--- config.mk ---
export PLATFORM = sky130hd
export DESIGN_NAME = ysyx_23060187_inst_fetch
export DESIGN_NICKNAME = d
export VERILOG_FILES = /design/src/rtl/ysyx_23060187_inst_fetch.sv
export SDC_FILE = /design/constraint.sdc
export NUM_CORES = 1
export LEC_CHECK = 0
export CAP_MARGIN = 20
export CORE_ASPECT_RATIO = 2
export CORE_UTILIZATION = 40
export DETAILED_ROUTE_END_ITERATION = 8
export MAX_ROUTING_LAYER = met4
export PLACE_DENSITY = 0.79
export SLEW_MARGIN = 0
export SYNTH_ARGS = -nofsm -noshare
export SYNTH_HDL_FRONTEND = slang
export SYNTH_SLANG_ARGS = --single-unit
--- constraint.sdc ---
create_clock -name clk -period 2.65 [get_ports clk]
set_input_delay 0.3975 -clock clk [delete_from_list [all_inputs] [get_ports clk]]
set_output_delay 0.3975 -clock clk [all_outputs]
set_load 0.03 [all_outputs]
--- src/rtl/ysyx_23060187_inst_fetch.sv ---
// Instruction fetch unit: keeps at most one memory request in flight, holds the
// fetched word for decode, and follows PC redirects from the branch/jump unit.
module ysyx_23060187_inst_fetch #(
  parameter logic [31:0] RESET_PC = 32'h8000_0000
) (
  input  logic        clk,
  input  logic        rst,
  output logic        imem_req_valid,
  input  logic        imem_req_ready,
  output logic [31:0] imem_addr,
  input  logic        imem_rsp_valid,
  input  logic [31:0] imem_rsp_data,
  input  logic        redirect_valid,
  input  logic [31:0] redirect_pc,
  output logic        inst_valid,
  input  logic        inst_ready,
  output logic [31:0] inst,
  output logic [31:0] inst_pc
);

  localparam logic [31:0] NOP = 32'h0000_0013;

  typedef enum logic [1:0] {
    IDLE = 2'd0,
    REQ  = 2'd1,
    WAIT = 2'd2,
    HOLD = 2'd3
  } state_t;

  state_t      state;
  logic [31:0] pc;
  logic        drop;
  logic [31:0] redirect_target;

  assign redirect_target = {redirect_pc[31:2], 2'b00};

  // Handshake outputs are pure decodes of the state register.
  assign imem_req_valid = (state == REQ);
  assign inst_valid     = (state == HOLD);
  assign imem_addr      = pc;

  // Fetch FSM: sequencing, PC update (redirect beats +4), stale-response drop.
  always_ff @(posedge clk or posedge rst) begin
    if (rst) begin
      state   <= IDLE;
      pc      <= RESET_PC;
      drop    <= 1'b0;
      inst    <= NOP;
      inst_pc <= RESET_PC;
    end else begin
      case (state)
        IDLE: begin
          state <= REQ;
        end
        REQ: begin
          if (redirect_valid) pc <= redirect_target;
          if (imem_req_ready) begin
            state <= WAIT;
            // Request already issued for the old pc; its response is stale.
            drop  <= redirect_valid;
          end
        end
        WAIT: begin
          if (redirect_valid) pc <= redirect_target;
          if (imem_rsp_valid) begin
            if (drop || redirect_valid) begin
              drop  <= 1'b0;
              state <= REQ;
            end else begin
              inst    <= imem_rsp_data;
              inst_pc <= pc;
              state   <= HOLD;
            end
          end else if (redirect_valid) begin
            drop <= 1'b1;
          end
        end
        HOLD: begin
          if (redirect_valid) begin
            pc    <= redirect_target;
            state <= REQ;
          end else if (inst_ready) begin
            pc    <= pc + 32'd4;
            state <= REQ;
          end
        end
        default: begin
          state <= IDLE;
        end
      endcase
    end
  end

endmodule

Yosys cells after proc, flatten, opt, wreduce, memory -nomap -nowiden

Cells that the tools add are included.

Add/sub/neg operators: 1
Equality and inequality tests: 9
Muxes and demuxes: 15
Bitwise operators: 1
Reductions and logical operators: 9

Operators with widths:

| kind                    | number |
|---|---|
| $mux W32                | 3 |
| $pmux W32 S2            | 1 |
| $add A32 B3 Y32 const B | 1 |
| $mux W2                 | 5 |
| $reduce_and A3 Y1       | 3 |
| $pmux W2 S4             | 1 |
| $ne A3 B3 Y1 const B    | 2 |
| $eq A2 B2 Y1 const B    | 2 |
| $mux W1                 | 4 |
| $ne A2 B1 Y1 const B    | 2 |
| $reduce_and A4 Y1       | 1 |
| $reduce_bool A2 Y1      | 2 |
| $ne A3 B2 Y1 const B    | 1 |
| $eq A2 B1 Y1 const B    | 1 |
| $logic_not A2 Y1        | 1 |
| $ne A2 B2 Y1 const B    | 1 |
| $pmux W1 S2             | 1 |
| $reduce_or A2 Y1        | 1 |
| $logic_or A1 B1 Y1      | 1 |
| $not A1 Y1              | 1 |

Flip-flop bits (word level): 99
Input port bits: 70
Output and inout bits: 98

Longest topological paths before layout

Word-level depth: 4
Gate-level depth with buffers: 9
Gate-level depth less buffers: 7

Least setup slack after synthesis

No wires, ideal clock.

Path type: flip-flop to flip-flop
Start point: register state[0]
End point: register pc[9], in the netlist imem_addr[9]
Data arrival time: 1743 ps
Data required time: 2513 ps
Setup slack: 770 ps
Cell stages (with the launch flop): 8
Clock period less this slack: 1880 ps
Path through: dfrtp_1 > ha_1 > nor2b_1 > buf_2 > clkbuf_1 > a21oi_1 > nor2_1 > a21oi_1

Elaborated cells on any way between the ends: 9
Those cells by class: eq/ne (5); mux (1); reduce/logical (3)

RTL lines:

| item                                                                | line | text |
|---|---|---|
| start, declared                                                     | 30   | `state_t state;` |
| start signal, assigned                                              | 45   | `state <= IDLE;` |
| start signal, assigned                                              | 53   | `state <= REQ;` |
| start signal, assigned                                              | 58   | `state <= WAIT;` |
| $eq A2 B2 Y1 *                                                      | n/a  |  |
| net inst_valid                                                      | 15   | `output logic inst_valid,` |
| $ne A3 B2 Y1 (no source line) or $reduce_bool A2 Y1 (tied branches) | n/a  |  |
| $reduce_and A3 Y1 (no source line)                                  | n/a  |  |
| end signal, assigned                                                | 56   | `if (redirect_valid) pc <= redirect_target;` |
| end signal, assigned                                                | 64   | `if (redirect_valid) pc <= redirect_target;` |
| end signal, assigned                                                | 80   | `pc <= redirect_target;` |
| end, declared                                                       | 31   | `logic [31:0] pc;` |

Mark *: on every way through the listed nets, which the timed path passes. The rest lies on a longest branch.
A chain may end at the register's enable or synchronous reset.

Final worst setup path

Start point: register state[0]
End point: output inst_valid

Longest elaborated chain between the ends: 1

RTL lines:

| item          | line | text |
|---|---|---|
| $eq A2 B2 Y1  | 39   | `assign inst_valid = (state == HOLD);` |
| end, declared | 15   |  |

Every way passes these cells.

==> summary.md <==
| Metric | Value |
|---|---|
| Nets | 631 |
| Vias post-DR | 3837 |
| Syn Area/Cell | 11.1 µm² |
| Internal Power | 0.00482 W |
| Area Overhead vs Synth | 45.4% |
| Reg-to-reg setup timing slack | 0.64 ns |
| Total gr overflow | 0 |
| Slew margin rel. | 0.659 |
| Critical R2R Capture | imem_addr[31]$_DFFE_PP1P_ |
| H-tree levels | 3 |
| Final Hold Fails | 0 |
| Overall power | 0.00862 W |
| Post-CTS Setup Repair Bufs | 0 |
| Switching share of power | 0.441 |
| Setup TNS | 0 ns |
| DRT iter0 DRCs | 218 |
| CP Cell Sequence | ha_1 > clkdlybuf4s50_1 |
| Clock Power Share | 0.143 |
| MaxCap Viol Count | 0 |
| Pwr dens | 1330 nW/µm² |
| Worst-path maximum fanout | 5 |
| Total track usage | 0.216 |
| IO buf count | 161 |
| Fraction of registers with async set or reset after synthesis | 1.00 |
| Clock Sinks | 95 |
| Root buffer selected by CTS | clkbuf_16 |
| Die height | 152 µm |
| Worst Setup End Kind | primary output |
| Final Skew | 0.00837 ns |
| # diodes | 0 |
| Slew @ Worst Pin | 0.512 ns |
| Synthesis Warnings | 0 |
| CTS clock-pin slew for the worst setup and hold paths | 0.06 ns |
| Reg-to-Reg Start | state[0]$_DFFE_PP0P_ |
| RD Place Congestion | 0.809 |
| Final instance area | 6500 µm² |
| DRC | 0 |
| Fmax | 458 MHz |
| Mapped Area | 4470 µm² |
| Fill count | 918 |
| Synth cell types | 44 |
| Crit-path slowest cell | clkdlybuf4s50_1 |
| Maximum vdd ir drop | 775 µV |
| IO Count | 168 |
| CTS tree | done |
| Seq/Total Area, Yosys | 0.533 |
| Core Footprint | 10900 µm² |
| Final ANT Viol Nets | 0 |
| Routed len/inst | 17.3 µm |
| Vias per cell | 5.47 |
| Outcome | complete, no violations |
| Die Span X | 76.8 µm |
| Drt pass-1 iters | 4 |
| Post-synth EDFFs | 0 |
| Min-delay worst type | reg -> reg |
| Seq cells post-synth | 95 |
| Worst Reg2Reg Path Length in Cells | 7 |
| Layout cells sized above 1 | 0.175 |
| DPL Wire Length | 8650 µm |
| Worst Setup EP | inst_valid |
| Synth Instances | 403 |
| Final wirelength | 12200 µm |
| First-pass GRT wire length | 19000 µm |
| Die area | 11600 µm² |
| Max-slew violation count | 0 |
| CTS Buf Count | 9 |
| CP startpoint | state[0]$_DFFE_PP0P_ |
| Worst EP required | 2.25 ns |
| CTS Buffer Depth | 2 |
| CP bufs+invs | 1 |
| Leak | 2.66 nW |
| Flop pwr share | 0.327 |
| Dominant synthesized flop cell | dfrtp_1 |
| Critical path class | reg -> out |
| Signal arrival time at the worst endpoint | 1.79 ns |
| Sw Pwr | 0.00380 W |
| Combinational share of power | 0.530 |
| Final Cycle Share | 0.825 |
| Hold Buf Count CTS | 0 |
| Post-CTS sizing | 0 |
| Vias in the first global route | 3806 |
| CP top delay family | buffers and inverters |
| Minimum clock period | 2.19 ns |
| Clk Latency, worst-skew pair | 0.35 ns |
| RSZ-0062 raised after global routing | no |
| CP peak stage delay | 0.71 ns |
| Final setup viols | 0 |
| Row Count | 54 |
| CP Launch Type | flip-flop |
| CP Depth | 2 |
| Largest net degree at the start of global routing | 96 |
| Post-Place Cell Area | 6220 µm² |
| Initial antenna violation count | 0 |
| Starting Density | 0.411 |
-- sequential cells by signal (all words and copies together), names as in the netlist --
register	cells
inst_pc	30
imem_addr	30
state	2
inst	32
drop	1
-- logic make-up after synthesis --
| logic type | synth area share |
|---|---|
| buffers and inverters | 0.0386 |
| and+or+nand+nor | 0.137 |
| AOI/OAI and AO/OA | 0.117 |
| DFF | 0.533 |
| muxes | 0.161 |
| adders and majority gates | 0.0140 |
| other | 0.000838 |
-- routing by layer --
metal	routed length (µm)	part of all wire	global-route usage
met1	4570	0.38	0.236
met2	6670	0.55	0.380
met3	514	0.042	0.0329
met4	403	0.033	0.108
met5	0	0	-
-- how the worst min path moves through the flow --
stage,startpoint,end,slack (ns),cells past startpoint
2_1_floorplan,state[1]$_DFFE_PP0P_,state[1]$_DFFE_PP0P_,0.50,2
3_3_place_gp,inst[31]$_DFFE_PP0N_,inst[31]$_DFFE_PP0N_,0.49,1
3_5_place_dp,inst[10]$_DFFE_PP0N_,inst[10]$_DFFE_PP0N_,0.49,1
4_1_cts,inst_pc[15]$_DFFE_PP0N_,inst_pc[15]$_DFFE_PP0N_,0.51,1
5_1_grt,inst_pc[3]$_DFFE_PP0N_,inst_pc[3]$_DFFE_PP0N_,0.52,1
6_report,inst_pc[8]$_DFFE_PP0N_,inst_pc[8]$_DFFE_PP0N_,0.50,1
-- power by group through the flow --
stage          Clock (W)  Combinational, W  Sequential (W)
2_1_floorplan          0           0.00145         0.00403
3_3_place_gp           0           0.00449         0.00279
3_5_place_dp           0           0.00458         0.00284
4_1_cts          0.00128           0.00459         0.00281
5_1_grt          0.00133           0.00483         0.00293
6_report         0.00123           0.00457         0.00282
-- synth_stat cells, types with 2 or more instances --
| master | count | area share |
|---|---|---|
| mux2_2 | 62 | 0.16 |
| nand3_1 | 15 | 0.017 |
| dfstp_2 | 5 | 0.029 |
| mux2i_1 | 2 | 0.0045 |
| nor4_1 | 3 | 0.0042 |
| nor3_1 | 11 | 0.012 |
| buf_4 | 7 | 0.012 |
| nand2_1 | 28 | 0.023 |
| o22ai_1 | 6 | 0.0084 |
| a21oi_1 | 31 | 0.035 |
| ha_1 | 5 | 0.014 |
| buf_2 | 12 | 0.013 |
| a311oi_1 | 5 | 0.0098 |
| clkbuf_1 | 10 | 0.0084 |
| o31ai_1 | 2 | 0.0034 |
| nor2_1 | 20 | 0.017 |
| nand3_2 | 2 | 0.0045 |
| a211oi_1 | 3 | 0.0050 |
| nand4_1 | 10 | 0.014 |
| a31oi_1 | 3 | 0.0042 |
| or3_1 | 6 | 0.0084 |
| inv_1 | 6 | 0.0050 |
| o21ai_0 | 23 | 0.026 |
| a32oi_1 | 2 | 0.0039 |
| dfrtp_1 | 90 | 0.50 |
| nand2b_1 | 2 | 0.0028 |
| a2bb2oi_1 | 3 | 0.0059 |
| and3_1 | 10 | 0.014 |
| and4_1 | 4 | 0.0078 |
-- layout make-up --
class | count | area, µm² | share of cell area
inverter | 6 | 26.3 | 0.00404
timing repair buffer | 168 | 1690 | 0.260
clock buffer | 11 | 243 | 0.0373
clock inverter | 5 | 41.3 | 0.00635
multi-input combinational | 276 | 1950 | 0.299
sequential | 95 | 2380 | 0.366
tap | 140 | 175 | 0.0269
-- metrics by stage --
| step | std cells | hold WS [ns] | setup WS (ns) | utilization |
|---|---|---|---|---|
| after detailed placement | 685 | 0.494 | 0.417 | 0.572 |
| after global placement | 685 | 0.487 | 0.446 | 0.572 |
| after global routing | 701 | 0.518 | 0.395 | 0.598 |
| final | 701 | 0.503 | 0.465 | 0.598 |
| after floorplan | 406 | 0.500 | 0.770 | - |
| after CTS | 701 | 0.510 | 0.441 | 0.598 |
-- layout by cell type, fill, tap and decap left out, types with 10 or more instances in the layout --
cell type and instances:
and3_1 10, dfrtp_1 90, o21ai_0 23, mux2_2 62, nand3_1 15, nand2_1 28, clkdlybuf4s50_1 161, nor2_1 20
nor3_1 11, nand4_1 10, a21oi_1 31
No activity file was read; power rests on OpenSTA's default activity.
